File: config.mk
export PLATFORM = sky130hd
export DESIGN_NAME = lc4_wb_arbiter
export DESIGN_NICKNAME = d
export VERILOG_FILES = /design/src/rtl/lc4_wb_arbiter_pkg.sv /design/src/rtl/lc4_wb_fifo.sv /design/src/rtl/lc4_wb_arbiter.sv
export SDC_FILE = /design/constraint.sdc
export NUM_CORES = 1
export LEC_CHECK = 0
export ABC_AREA = 1
export CAP_MARGIN = 10
export CORE_AREA = 2 2 84 147
export CTS_CLUSTER_DIAMETER = 120
export DETAILED_ROUTE_END_ITERATION = 8
export DIE_AREA = 0 0 86 149
export GPL_TIMING_DRIVEN = 0
export PLACE_DENSITY = 0.75
export SLEW_MARGIN = 5
export SYNTH_ARGS = -nofsm -noshare
export SYNTH_HDL_FRONTEND = slang
export SYNTH_HIERARCHICAL = 1
export SYNTH_SLANG_ARGS = --single-unit
File: constraint.sdc
create_clock -name clk -period 3 [get_ports clk]
set_input_delay 0.6 -clock clk [delete_from_list [all_inputs] [get_ports clk]]
set_output_delay 0.6 -clock clk [all_outputs]
set_load 0.02 [all_outputs]
File: src/rtl/lc4_wb_arbiter_pkg.sv
// Shared definitions for the LC4 write-back arbiter.
// Holds the sequence-tag width, per-source FIFO depth, register count and the
// modular age compare used to order entries from the two pipes.
package lc4_wb_arbiter_pkg;

  localparam int unsigned TagW      = 3;
  localparam int unsigned FifoDepth = 2;
  localparam int unsigned NumRegs   = 8;
  localparam int unsigned RdW       = $clog2(NumRegs);

  typedef logic [TagW-1:0] tag_t;
  typedef logic [RdW-1:0]  rd_t;

  // True when tag a was issued before tag b. At most 2*FifoDepth entries are
  // outstanding, so a forward distance of 1..3 means older even across a wrap.
  function automatic logic tag_older(input tag_t a, input tag_t b);
    tag_t diff;
    diff = b - a;
    return (diff != '0) && (diff < tag_t'(FifoDepth * 2));
  endfunction

endpackage

File: src/rtl/lc4_wb_fifo.sv
// Two-entry FIFO holding pending register-file writes for one pipe.
// Ports:
//   clk, rst        clock, asynchronous active-high reset
//   push_*_i        enqueue strobe and entry (rd, data, tag); ignored when full
//   pop_i           dequeue the head; ignored when empty
//   full_o          two entries held
//   head_*_o        head entry, valid when head_valid_o
//   pending_o       one-hot OR of destinations of all held entries
module lc4_wb_fifo
  import lc4_wb_arbiter_pkg::*;
#(
  parameter int unsigned n = 16
) (
  input  logic               clk,
  input  logic               rst,
  input  logic               push_i,
  input  rd_t                push_rd_i,
  input  logic [n-1:0]       push_data_i,
  input  tag_t               push_tag_i,
  input  logic               pop_i,
  output logic               full_o,
  output logic               head_valid_o,
  output rd_t                head_rd_o,
  output logic [n-1:0]       head_data_o,
  output tag_t               head_tag_o,
  output logic [NumRegs-1:0] pending_o
);

  localparam int unsigned CntW = $clog2(FifoDepth + 1);

  rd_t            rd_q   [FifoDepth];
  rd_t            rd_d   [FifoDepth];
  logic [n-1:0]   data_q [FifoDepth];
  logic [n-1:0]   data_d [FifoDepth];
  tag_t           tag_q  [FifoDepth];
  tag_t           tag_d  [FifoDepth];
  logic [CntW-1:0] count_q, count_d;

  logic push_ok, pop_ok, wr_idx;

  assign full_o       = (count_q == CntW'(FifoDepth));
  assign head_valid_o = (count_q != '0);
  assign head_rd_o    = rd_q[0];
  assign head_data_o  = data_q[0];
  assign head_tag_o   = tag_q[0];

  always_comb begin
    rd_d    = rd_q;
    data_d  = data_q;
    tag_d   = tag_q;
    push_ok = push_i && !full_o;
    pop_ok  = pop_i && head_valid_o;
    // Slot 0 is always the head; a pop shifts slot 1 down.
    if (pop_ok) begin
      rd_d[0]   = rd_q[1];
      data_d[0] = data_q[1];
      tag_d[0]  = tag_q[1];
    end
    // Push lands behind whatever survives the pop (count 1 with pop -> slot 0).
    wr_idx = (count_q == CntW'(1)) && !pop_ok;
    if (push_ok) begin
      rd_d[wr_idx]   = push_rd_i;
      data_d[wr_idx] = push_data_i;
      tag_d[wr_idx]  = push_tag_i;
    end
    count_d = count_q + CntW'(push_ok) - CntW'(pop_ok);
  end

  always_comb begin
    pending_o = '0;
    for (int i = 0; i < int'(FifoDepth); i++) begin
      if (i < int'(count_q)) pending_o[rd_q[i]] = 1'b1;
    end
  end

  always_ff @(posedge clk or posedge rst) begin
    if (rst) begin
      count_q <= '0;
      for (int i = 0; i < int'(FifoDepth); i++) begin
        rd_q[i]   <= '0;
        data_q[i] <= '0;
        tag_q[i]  <= '0;
      end
    end else begin
      count_q <= count_d;
      rd_q    <= rd_d;
      data_q  <= data_d;
      tag_q   <= tag_d;
    end
  end

endmodule

File: src/rtl/lc4_wb_arbiter.sv
// Merges register-file writes from two pipes (A older, B younger) into one
// write port. Each pipe feeds a private 2-entry FIFO; entries carry a shared
// sequence tag so the oldest head is always written first. Equal-destination
// heads are retired together and only the younger data is written.
// Ports:
//   clk, rst, gwe             clock, async active-high reset, global write enable
//   i_x_valid/rd/data, o_x_ready  per-source write handshake (x = a, b)
//   o_rd, o_wdata, o_rd_we    register-file write port (zeroed when idle)
//   o_pending                 one-hot destinations of all buffered entries
module lc4_wb_arbiter
  import lc4_wb_arbiter_pkg::*;
#(
  parameter int unsigned n = 16
) (
  input  logic         clk,
  input  logic         rst,
  input  logic         gwe,
  input  logic         i_a_valid,
  input  logic [2:0]   i_a_rd,
  input  logic [n-1:0] i_a_data,
  output logic         o_a_ready,
  input  logic         i_b_valid,
  input  logic [2:0]   i_b_rd,
  input  logic [n-1:0] i_b_data,
  output logic         o_b_ready,
  output logic [2:0]   o_rd,
  output logic [n-1:0] o_wdata,
  output logic         o_rd_we,
  output logic [7:0]   o_pending
);

  tag_t tag_q, tag_d, a_tag, b_tag;
  logic a_push, b_push, a_pop, b_pop, a_full, b_full, a_hv, b_hv, a_older;
  rd_t  a_hrd, b_hrd;
  tag_t a_htag, b_htag;
  logic [n-1:0] a_hdata, b_hdata;
  logic [NumRegs-1:0] a_pend, b_pend;

  // Ready depends only on stored count, never on this cycle's pop.
  assign o_a_ready = gwe && !a_full;
  assign o_b_ready = gwe && !b_full;
  assign a_push    = i_a_valid && o_a_ready;
  assign b_push    = i_b_valid && o_b_ready;

  // A is the older pipe, so it takes the lower tag on a simultaneous accept.
  assign a_tag = tag_q;
  assign b_tag = tag_q + tag_t'(a_push);
  assign tag_d = tag_q + tag_t'(a_push) + tag_t'(b_push);

  assign o_pending = a_pend | b_pend;

  lc4_wb_fifo #(.n(n)) u_fifo_a (
    .clk          (clk),
    .rst          (rst),
    .push_i       (a_push),
    .push_rd_i    (i_a_rd),
    .push_data_i  (i_a_data),
    .push_tag_i   (a_tag),
    .pop_i        (a_pop),
    .full_o       (a_full),
    .head_valid_o (a_hv),
    .head_rd_o    (a_hrd),
    .head_data_o  (a_hdata),
    .head_tag_o   (a_htag),
    .pending_o    (a_pend)
  );

  lc4_wb_fifo #(.n(n)) u_fifo_b (
    .clk          (clk),
    .rst          (rst),
    .push_i       (b_push),
    .push_rd_i    (i_b_rd),
    .push_data_i  (i_b_data),
    .push_tag_i   (b_tag),
    .pop_i        (b_pop),
    .full_o       (b_full),
    .head_valid_o (b_hv),
    .head_rd_o    (b_hrd),
    .head_data_o  (b_hdata),
    .head_tag_o   (b_htag),
    .pending_o    (b_pend)
  );

  always_comb begin
    a_pop   = 1'b0;
    b_pop   = 1'b0;
    o_rd_we = 1'b0;
    o_rd    = '0;
    o_wdata = '0;
    a_older = tag_older(a_htag, b_htag);
    if (gwe) begin
      if (a_hv && b_hv) begin
        o_rd_we = 1'b1;
        if (a_hrd == b_hrd) begin
          // WAW: the older write is dead, retire both and keep the younger data.
          a_pop   = 1'b1;
          b_pop   = 1'b1;
          o_rd    = a_hrd;
          o_wdata = a_older ? b_hdata : a_hdata;
        end else if (a_older) begin
          a_pop   = 1'b1;
          o_rd    = a_hrd;
          o_wdata = a_hdata;
        end else begin
          b_pop   = 1'b1;
          o_rd    = b_hrd;
          o_wdata = b_hdata;
        end
      end else if (a_hv) begin
        a_pop   = 1'b1;
        o_rd_we = 1'b1;
        o_rd    = a_hrd;
        o_wdata = a_hdata;
      end else if (b_hv) begin
        b_pop   = 1'b1;
        o_rd_we = 1'b1;
        o_rd    = b_hrd;
        o_wdata = b_hdata;
      end
    end
  end

  always_ff @(posedge clk or posedge rst) begin
    if (rst) begin
      tag_q <= '0;
    end else if (gwe) begin
      tag_q <= tag_d;
    end
  end

endmodule

==> results of run 1 <==
[worst max-delay path: cells and delay by family, from the launching register on]
kind	cells	cell delay, ps
compound gates	1	220
flops	1	360
buf+inv	8	1100
simple gates	4	320
[cells in the mapped netlist (2+ instances only)]
cell,instances,area share
nand3_2,12,0.019
nand2_2,11,0.011
nand2_8,2,0.0064
nand2_1,353,0.21
nor2_2,4,0.0040
dfrtp_1,95,0.38
nor3b_1,2,0.0024
ha_1,8,0.016
a221oi_1,16,0.022
or2_2,8,0.0079
buf_4,54,0.064
o221ai_1,3,0.0042
o211ai_1,4,0.0048
clkbuf_1,8,0.0048
a21oi_1,3,0.0024
nand3_4,3,0.0083
buf_2,16,0.013
o21ai_0,59,0.047
nand2_4,2,0.0036
inv_2,8,0.0048
nor2_4,2,0.0036
o21ai_1,3,0.0024
buf_6,6,0.011
inv_1,78,0.046
nor2_1,35,0.021
xnor2_1,3,0.0042
nand3_1,86,0.068
[per-stage QoR]
stage / utilization / std cells / setup slack, ps / TNS [ps]
final: 0.662 / 1126 / 21.2 / 0
after global placement: 0.613 / 1101 / -819 / -64900
after global routing: 0.662 / 1126 / -107 / -676
after floorplan: - / 892 / 254 / 0
after detailed placement: 0.616 / 1103 / -816 / -63920
after CTS: 0.656 / 1125 / 6.99 / 0
[layout make-up]
class                   count  area [um^2]  area share
clock buffers              11          243      0.0312
flip-flops and latches     95         2380       0.306
plain buffers              85          654      0.0842
repair buffers             82          795       0.102
clock inverters             5         57.6     0.00741
multi-input cells         623         3130       0.403
inverters                  88          337      0.0433
well taps                 137          171      0.0221
[worst min-delay path by stage]
stage | startpoint | end | cells past startpoint
after global placement | flop | flop | 2
after CTS | flop | flop | 2
after detailed placement | flop | flop | 2
after floorplan | rst | a_tag[0]$_DFFE_PP0P_ | 1
after global routing | flop | flop | 2
final | flop | flop | 2
[power by group]
part	leakage (nW)	switching [mW]	internal, mW
registers	1.17	0.396	1.90
logic	2.84	3.91	2.84
clock network	0.138	0.489	0.668
total	4.15	4.79	5.41
[layer usage]
layer	vias to the layer above	share of wire	track usage
met3	35	0.033	0.0310
met5	-	0	0
li1	2972	-	-
met4	0	0.031	0.120
met1	2739	0.40	0.313
met2	150	0.54	0.488
[cells by family after synthesis]
group | after synthesis | synth area share
and+or+nand+nor | 520 | 0.365
buffers and inverters | 174 | 0.149
DFF | 95 | 0.377
AOI/OAI and AO/OA | 91 | 0.0869
adders and majority gates | 8 | 0.0159
xor gates and xnor gates | 4 | 0.00556
[repair_timing]
action | 4_1_cts | 5_1_grt
gates resized for setup | 77 | 48
setup buffers | 7 | 0
hold buffers | 0 | 0
pin swaps | 5 | 3
endpoints found under the setup margin | 117 | 22
gates cloned | 0 | 1
==> flow_summary.yaml, run 1 <==
global_route:
  gr-total-overflow: 0
  grt_antenna_before_repair: 0
  grt_pass1_wl_um: 27400
  grt_pass1_vias: 5677
  grt_usage: 0.270
  grt_max_degree: 40
critical_path:
  cp_common_cell: "buf_4"
  slowest_delay_ps: 360
  critPathMaxFanout: 10
  r2r-start: "u_fifo_a/head_tag_o[0]$_DFF_PP0_"
  worstSetupStartpoint: "u_fifo_a/count_q[1]$_DFF_PP0_"
  required_ps: 2400
  crit_path_start_kind: "flop"
  worstReg2RegEnd: "u_fifo_b/count_q[1]$_DFF_PP0_"
  crit_chain: "buf_4, inv_6, nand2_8, buf_8, buf_6, nand2_4, inv_2, buf_4, a221oi_1, nor2_1, nand2_1, inv_1, clkdlybuf4s15_2"
  cpMaxStageDelayCell: "dfrtp_1"
  critPathCaptureType: "output port"
  endpoint: "o_wdata[9]"
  r2r_cells: 21
  arrival_ps: 2380
  crit_type: "flop to output port"
  r2r_slack_ps: 190
pwr:
  leakagePower_nw: 4.15
  power.total_mw: 10.2
  ir_drop_mv: 0.672
  p_per_area_nw_per_um2: 1310
synth:
  postSynth.asyncResetShare: 1.00
  ys_seq_area_frac: 0.377
  synthCells: 892
  synth.net_count: 943
  synth-edff-count: 0
  ys_types: 35
  ys.flop_type: "dfrtp_1"
  yosysWarnings: 6
  ys_ff_latch: 95
  syn_area_per_cell_um2: 7.07
  syn-cell-area_um2: 6300
sta:
  finalHoldViolCount: 0
  worstMarginPinSlew_ps: 537
  min_period_ps: 2980
  post-route-period-util: 0.993
  hold-worst-slack_ps: 504
  slew_headroom: 0.642
  clock-skew-final_ps: 5.51
  rsz0062_at_grt: "yes"
  setup_viol: 0
  maxSlewViolCount: 0
  max_freq_mhz: 336
clock_network:
  cts.htree.levels: 3
  clk_pin_slew_ps: 70
  cts_tree: "done"
  insertion_delay_ps: 340
  cts.path.max_buffers: 2
  clock-root-buffer: "clkbuf_16"
  cts_buffers: 9
  clock_sinks: 95
placement:
  placed_area_um2: 7240
  io_buffers: 72
  dp_hpwl_um: 12600
  place_congestion: 0.887
die:
  die_w_um: 86
  design.die.area_um2: 12800
  core_area_um2: 11700
  rows: 53
  die_y_um: 149
  start_util: 0.537
  pin_count: 73
finish:
  syn_to_final_growth_pct: 23.2
  nFillCells: 1030
  diodes: 0
  final_cell_mix: "nand2_1, dfrtp_1, nand3_1, inv_1, buf_4"
  final_common_cell: "nand2_1"
  fin_nets: 1035
  drive_gt1_frac: 0.208
  design_area_um2: 7770
run_status:
  outcome: "completed"
min_path:
  worstHoldPathType: "flop to flop"
detailed_routing:
  viasPerCell: 5.24
  drt_iter0_markers: 359
  dr.pass1.iters: 5
  postRouteAntennaNets: 0
  wl_um: 16700
  drcViolationCount: 0
  vias: 5896
  wl_per_cell_um: 14.8
job:
  drv_cap: 0
Note: power is estimated with default switching activity, not from simulation.
==> inputs of run 2 (changes only) <==
--- a/config.mk
+++ b/config.mk
@@ -7,10 +7,10 @@
 export LEC_CHECK = 0
 export ABC_AREA = 1
 export CAP_MARGIN = 10
-export CORE_AREA = 2 2 84 147
+export CORE_AREA = 10 10 92 155
 export CTS_CLUSTER_DIAMETER = 120
 export DETAILED_ROUTE_END_ITERATION = 8
-export DIE_AREA = 0 0 86 149
+export DIE_AREA = 0 0 102 165
 export GPL_TIMING_DRIVEN = 0
 export PLACE_DENSITY = 0.75
 export SLEW_MARGIN = 5
==> flow_summary.yaml, run 2 (synthesis gave the netlist of run 1 again) <==
finish:
  drive_gt1_frac: 0.205
  post-route-util: 0.663
  regArea_um2: 2380
  nFillCells: 1038
  diodes: 0
  syn_to_final_growth_pct: 21.9
  multi_input_area_um2: 3130
  final_cell_mix: "nand2_1, dfrtp_1, nand3_1, inv_1, o21ai_0"
  instances_no_fill: 1120
  final_common_cell: "nand2_1"
  fin_nets: 1031
critical_path:
  required_ps: 2400
  arrival_ps: 2290
  critPathCaptureType: "output port"
  crit_path_start_kind: "flop"
  crit_type: "flop to output port"
  critPathMaxFanout: 10
detailed_routing:
  wl_um: 17500
  drt_iter0_markers: 297
  drcViolationCount: 0
  viasPerCell: 5.24
  vias: 5871
  dr.pass1.iters: 7
  wl_per_cell_um: 15.6
  postRouteAntennaNets: 0
sta:
  timing.final.ws_setup_ps: 110
  maxSlewViolCount: 0
  worstMarginPinSlew_ps: 557
  post-route-period-util: 0.963
  clock-skew-final_ps: 6.06
  slew_headroom: 0.629
  finalHoldViolCount: 0
  min_period_ps: 2890
  rsz0062_at_grt: "yes"
  setup_viol: 0
  max_freq_mhz: 346
global_route:
  grt_pass1_wl_um: 29000
  grt_pass1_vias: 5938
  grt_antenna_before_repair: 0
  use_met1: 0.242
  use_met3: 0.0218
  grt_max_degree: 41
  gr-total-overflow: 0
  grt_util_met2: 0.398
  grt_usage: 0.214
  busiest_layer: "met2"
placement:
  io_buffers: 72
  place_congestion: 0.884
  dp.cells: 1101
  dp_hpwl_um: 13300
  pre_cts_slack_ps: -906
clock_network:
  insertion_delay_ps: 350
  clk_pin_slew_ps: 60
  clock_sinks: 95
  cts.htree.levels: 3
  cts_tree: "done"
  clock-root-buffer: "clkbuf_16"
  cts_buffers: 9
  cts.path.max_buffers: 2
job:
  drv_cap: 0
die:
  die_w_um: 102
  pin_count: 73
  design.die.area_um2: 16800
  die_y_um: 165
  core_area_um2: 11600
  start_util: 0.544
  rows: 52
run_status:
  outcome: "completed"
pwr:
  ir_drop_mv: 0.705
  leakagePower_nw: 4.13
  p_per_area_nw_per_um2: 1300
min_path:
  worstHoldPathType: "flop to flop"
[run 2: changes by cell type in the layout (fill, tap and decap cells not counted), sizes merged]
cell,previous run,this run
clkinvlp,3,1
clkdlybuf4s15,4,1
clkinv,2,4
clkbuf,25,23
buf,97,98
[run 2: critical path: stages, from the launching register on]
cell	delay (ps)
dfrtp_1	390
buf_4	140
inv_1	80
ha_4	220
nand2_1	70
nand2_1	90
nand2_2	100
nand3_4	120
nand2_8	110
nand2_8	70
buf_12	150
nand2_2	60
nand3_2	50
nand2_1	100
inv_1	40
buf_2	150
[run 2: timing repair]
item | CTS | global route
pin swaps | 2 | 1
resized for setup | 83 | 44
buffers inserted | 4 | 0
hold buffers | 0 | 0
setup endpoints to repair | 117 | 22
[run 2: final timing paths]
kind	from	end	slack, ps	depth (start not counted)
max	u_fifo_a/head_tag_o[1]$_DFF_PP0_	o_wdata[3]	110	15
min	flop	flop	500	2
max reg2reg	u_fifo_a/head_tag_o[1]$_DFF_PP0_	u_fifo_a/count_q[1]$_DFF_PP0_	180	18
min reg2reg	flop	flop	500	2
max in group asynchronous	rst	u_fifo_a/head_data_o[1]$_DFF_PP0_	1920	3
min in group asynchronous	rst	a_tag[2]$_DFFE_PP0P_	550	2
[run 2: metrics by stage]
stage	setup TNS, ps	hold WS [ps]	instance area (um^2)	power (mW)
floorplan	0	354	6300	6.72
global placement	-67220	481	7190	8.38
detailed placement	-73440	488	7230	8.48
CTS	-12.3	503	7600	9.75
global route	-102	521	7680	10.8
finish	0	501	7680	9.95
[run 2: final cells by class]
class                           instances  share of cell area
Multi-Input combinational cell        623               0.408
Sequential cell                        95               0.310
Timing Repair Buffer                   78              0.0909
Buffer                                 85              0.0852
Inverter                               88              0.0441
Clock buffer                           11              0.0329
Tap cell                              135              0.0220
Clock inverter                          5             0.00733
[run 2: metal layers]
metal | routed length (um) | up-vias
met5 | 0 | -
met4 | 428 | 0
met3 | 697 | 37
met2 | 9590 | 161
met1 | 6780 | 2721
li1 | - | 2952
[run 2: power by group]
group	internal (mW)	switching, mW	total, mW
Combinational	2.60	3.86	6.46
Clock	0.690	0.495	1.18
Sequential	1.90	0.407	2.31
==> inputs of run 3 (changes only) <==
--- a/config.mk
+++ b/config.mk
@@ -7,12 +7,12 @@
 export LEC_CHECK = 0
 export ABC_AREA = 1
 export CAP_MARGIN = 10
-export CORE_AREA = 10 10 92 155
+export CORE_AREA = 2 2 83 145
 export CTS_CLUSTER_DIAMETER = 120
 export DETAILED_ROUTE_END_ITERATION = 8
-export DIE_AREA = 0 0 102 165
+export DIE_AREA = 0 0 85 147
 export GPL_TIMING_DRIVEN = 0
-export PLACE_DENSITY = 0.75
+export PLACE_DENSITY = 0.77
 export SLEW_MARGIN = 5
 export SYNTH_ARGS = -nofsm -noshare
 export SYNTH_HDL_FRONTEND = slang
==> flow_summary.yaml, run 3 (synthesis gave the netlist of run 1 again) <==
run_status:
  outcome: "completed"
detailed_routing:
  dr.pass1.iters: 5
  viasPerCell: 5.25
  wl_um: 16500
  vias: 5894
  wl_per_cell_um: 14.7
  postRouteAntennaNets: 0
  drcViolationCount: 0
  drt_iter0_markers: 274
die:
  rows: 52
  pin_count: 73
  design.die.area_um2: 12500
  die_y_um: 147
  core_area_um2: 11400
  die_w_um: 85
  start_util: 0.554
finish:
  fin_nets: 1034
  post-route-util: 0.679
  diodes: 0
  final_cell_mix: "nand2_1, dfrtp_1, nand3_1, inv_1, buf_4"
  instances_no_fill: 1123
  syn_to_final_growth_pct: 22.6
  final_common_cell: "nand2_1"
  drive_gt1_frac: 0.205
pwr:
  switching_share: 0.469
  switching_power_mw: 4.73
  power.total_mw: 10.1
  leakagePower_nw: 4.15
  p_per_area_nw_per_um2: 1300
  ir_drop_mv: 0.664
  clkPwrFrac: 0.131
  power_frac_seq: 0.228
  pwr-share-comb: 0.641
  p_int_mw: 5.35
critical_path:
  crit_path_start_kind: "flop"
  r2r_slack_ps: 200
  r2r_cells: 18
  required_ps: 2400
  cpMaxStageDelayCell: "dfrtp_1"
  slowest_delay_ps: 360
  crit_chain: "buf_4, inv_6, nand2_8, buf_6, buf_6, nand2_4, inv_2, buf_4, a221oi_2, nor2_1, nand2_1, inv_1, clkdlybuf4s15_2"
  r2r-start: "u_fifo_a/head_tag_o[1]$_DFF_PP0_"
  critPathCaptureType: "output port"
  critPathMaxFanout: 10
  worstReg2RegEnd: "u_fifo_a/count_q[1]$_DFF_PP0_"
  crit_type: "flop to output port"
  arrival_ps: 2340
global_route:
  gr-total-overflow: 0
  grt_pass1_wl_um: 27200
  grt_pass1_vias: 5825
  grt_antenna_before_repair: 0
  grt_max_degree: 41
  grt_usage: 0.268
sta:
  rsz0062_at_grt: "yes"
  tns_ps: 0
  finalHoldViolCount: 0
  max_freq_mhz: 340
  min_period_ps: 2940
  slew_headroom: 0.654
  worstMarginPinSlew_ps: 519
  maxSlewViolCount: 0
  clock-skew-final_ps: 5.84
  hold-worst-slack_ps: 502
  setup_viol: 0
  post-route-period-util: 0.981
placement:
  dp_hpwl_um: 12500
  io_buffers: 72
  dp.cells: 1101
  place_congestion: 0.886
job:
  drv_cap: 0
min_path:
  worstHoldPathType: "flop to flop"
  whs_path_depth: 2
clock_network:
  clk_pin_slew_ps: 60
  cts.htree.levels: 3
  cts_tree: "done"
  clock_sinks: 95
  insertion_delay_ps: 340
  cts.path.max_buffers: 2
  clock-root-buffer: "clkbuf_16"
  cts_buffers: 9
  cts_hold_buf: 0
[run 3: cell count changes in the layout (fill, tap and decap cells not counted), sizes merged]
cell / before / now
bufinv: 1 / 3
clkbuf: 23 / 26
clkdlybuf4s15: 1 / 2
clkinv: 4 / 1
buf: 98 / 97
clkinvlp: 1 / 2
[run 3: power groups by stage]
| stage | sequential (mW) | clock (mW) | combinational (mW) |
|---|---|---|---|
| floorplan | 2.18 | 0 | 4.54 |
| detailed placement | 2.30 | 0 | 6.13 |
| finish | 2.30 | 1.32 | 6.46 |
| global route | 2.36 | 1.40 | 7.11 |
| global placement | 2.29 | 0 | 6.04 |
| CTS | 2.28 | 1.34 | 6.34 |
[run 3: cell type report]
type                            count  area (um^2)
Sequential cell                    95         2380
Tap cell                          135          169
Timing Repair Buffer               81          727
Inverter                           88          337
Buffer                             85          639
Clock buffer                       11          243
Clock inverter                      5          105
Fill cell                         978         3660
Multi-Input combinational cell    623         3130
[run 3: how the worst max path moves through the flow]
stage | start | endpoint | slack (ps) | depth (start not counted)
4_1_cts | u_fifo_a/count_q[1]$_DFF_PP0_ | o_rd[1] | 0.4 | 12
2_1_floorplan | u_fifo_b/head_tag_o[1]$_DFF_PP0_ | u_fifo_b/count_q[1]$_DFF_PP0_ | 250 | 19
6_report | u_fifo_a/count_q[1]$_DFF_PP0_ | o_wdata[9] | 60 | 13
3_3_place_gp | gwe | u_fifo_a/count_q[1]$_DFF_PP0_ | -800 | 13
3_5_place_dp | gwe | u_fifo_a/count_q[1]$_DFF_PP0_ | -800 | 13
5_1_grt | u_fifo_a/count_q[1]$_DFF_PP0_ | o_wdata[9] | -50 | 13
[run 3: what timing repair did]
| action | 4_1_cts | 5_1_grt |
|---|---|---|
| pin swaps | 4 | 4 |
| setup endpoints to repair | 117 | 22 |
| resized for setup | 73 | 44 |
| buffers inserted | 7 | 0 |
[run 3: per-stage QoR]
stage                     setup slack (ps)  cell area [um^2]
after floorplan                        254              6300
after global placement                -796              7190
after detailed placement              -799              7230
after CTS                            0.404              7720
after global routing                 -53.1              7730
final                                 58.1              7730
[run 3: worst max-delay path, delay by kind of cell (launching register included)]
family,cells,cell delay (ps)
and+or+nand+nor,4,320
AOI/OAI and AO/OA,1,180
buffers and inverters,8,1120
DFF,1,360
[run 3: metal layers]
metal  part of all wire  global-route usage  up-vias
met4              0.026               0.113        0
met2               0.54               0.488      148
met5                  0                   0        -
met3              0.035              0.0315       28
li1                   -                   -     2959
met1               0.39               0.312     2759
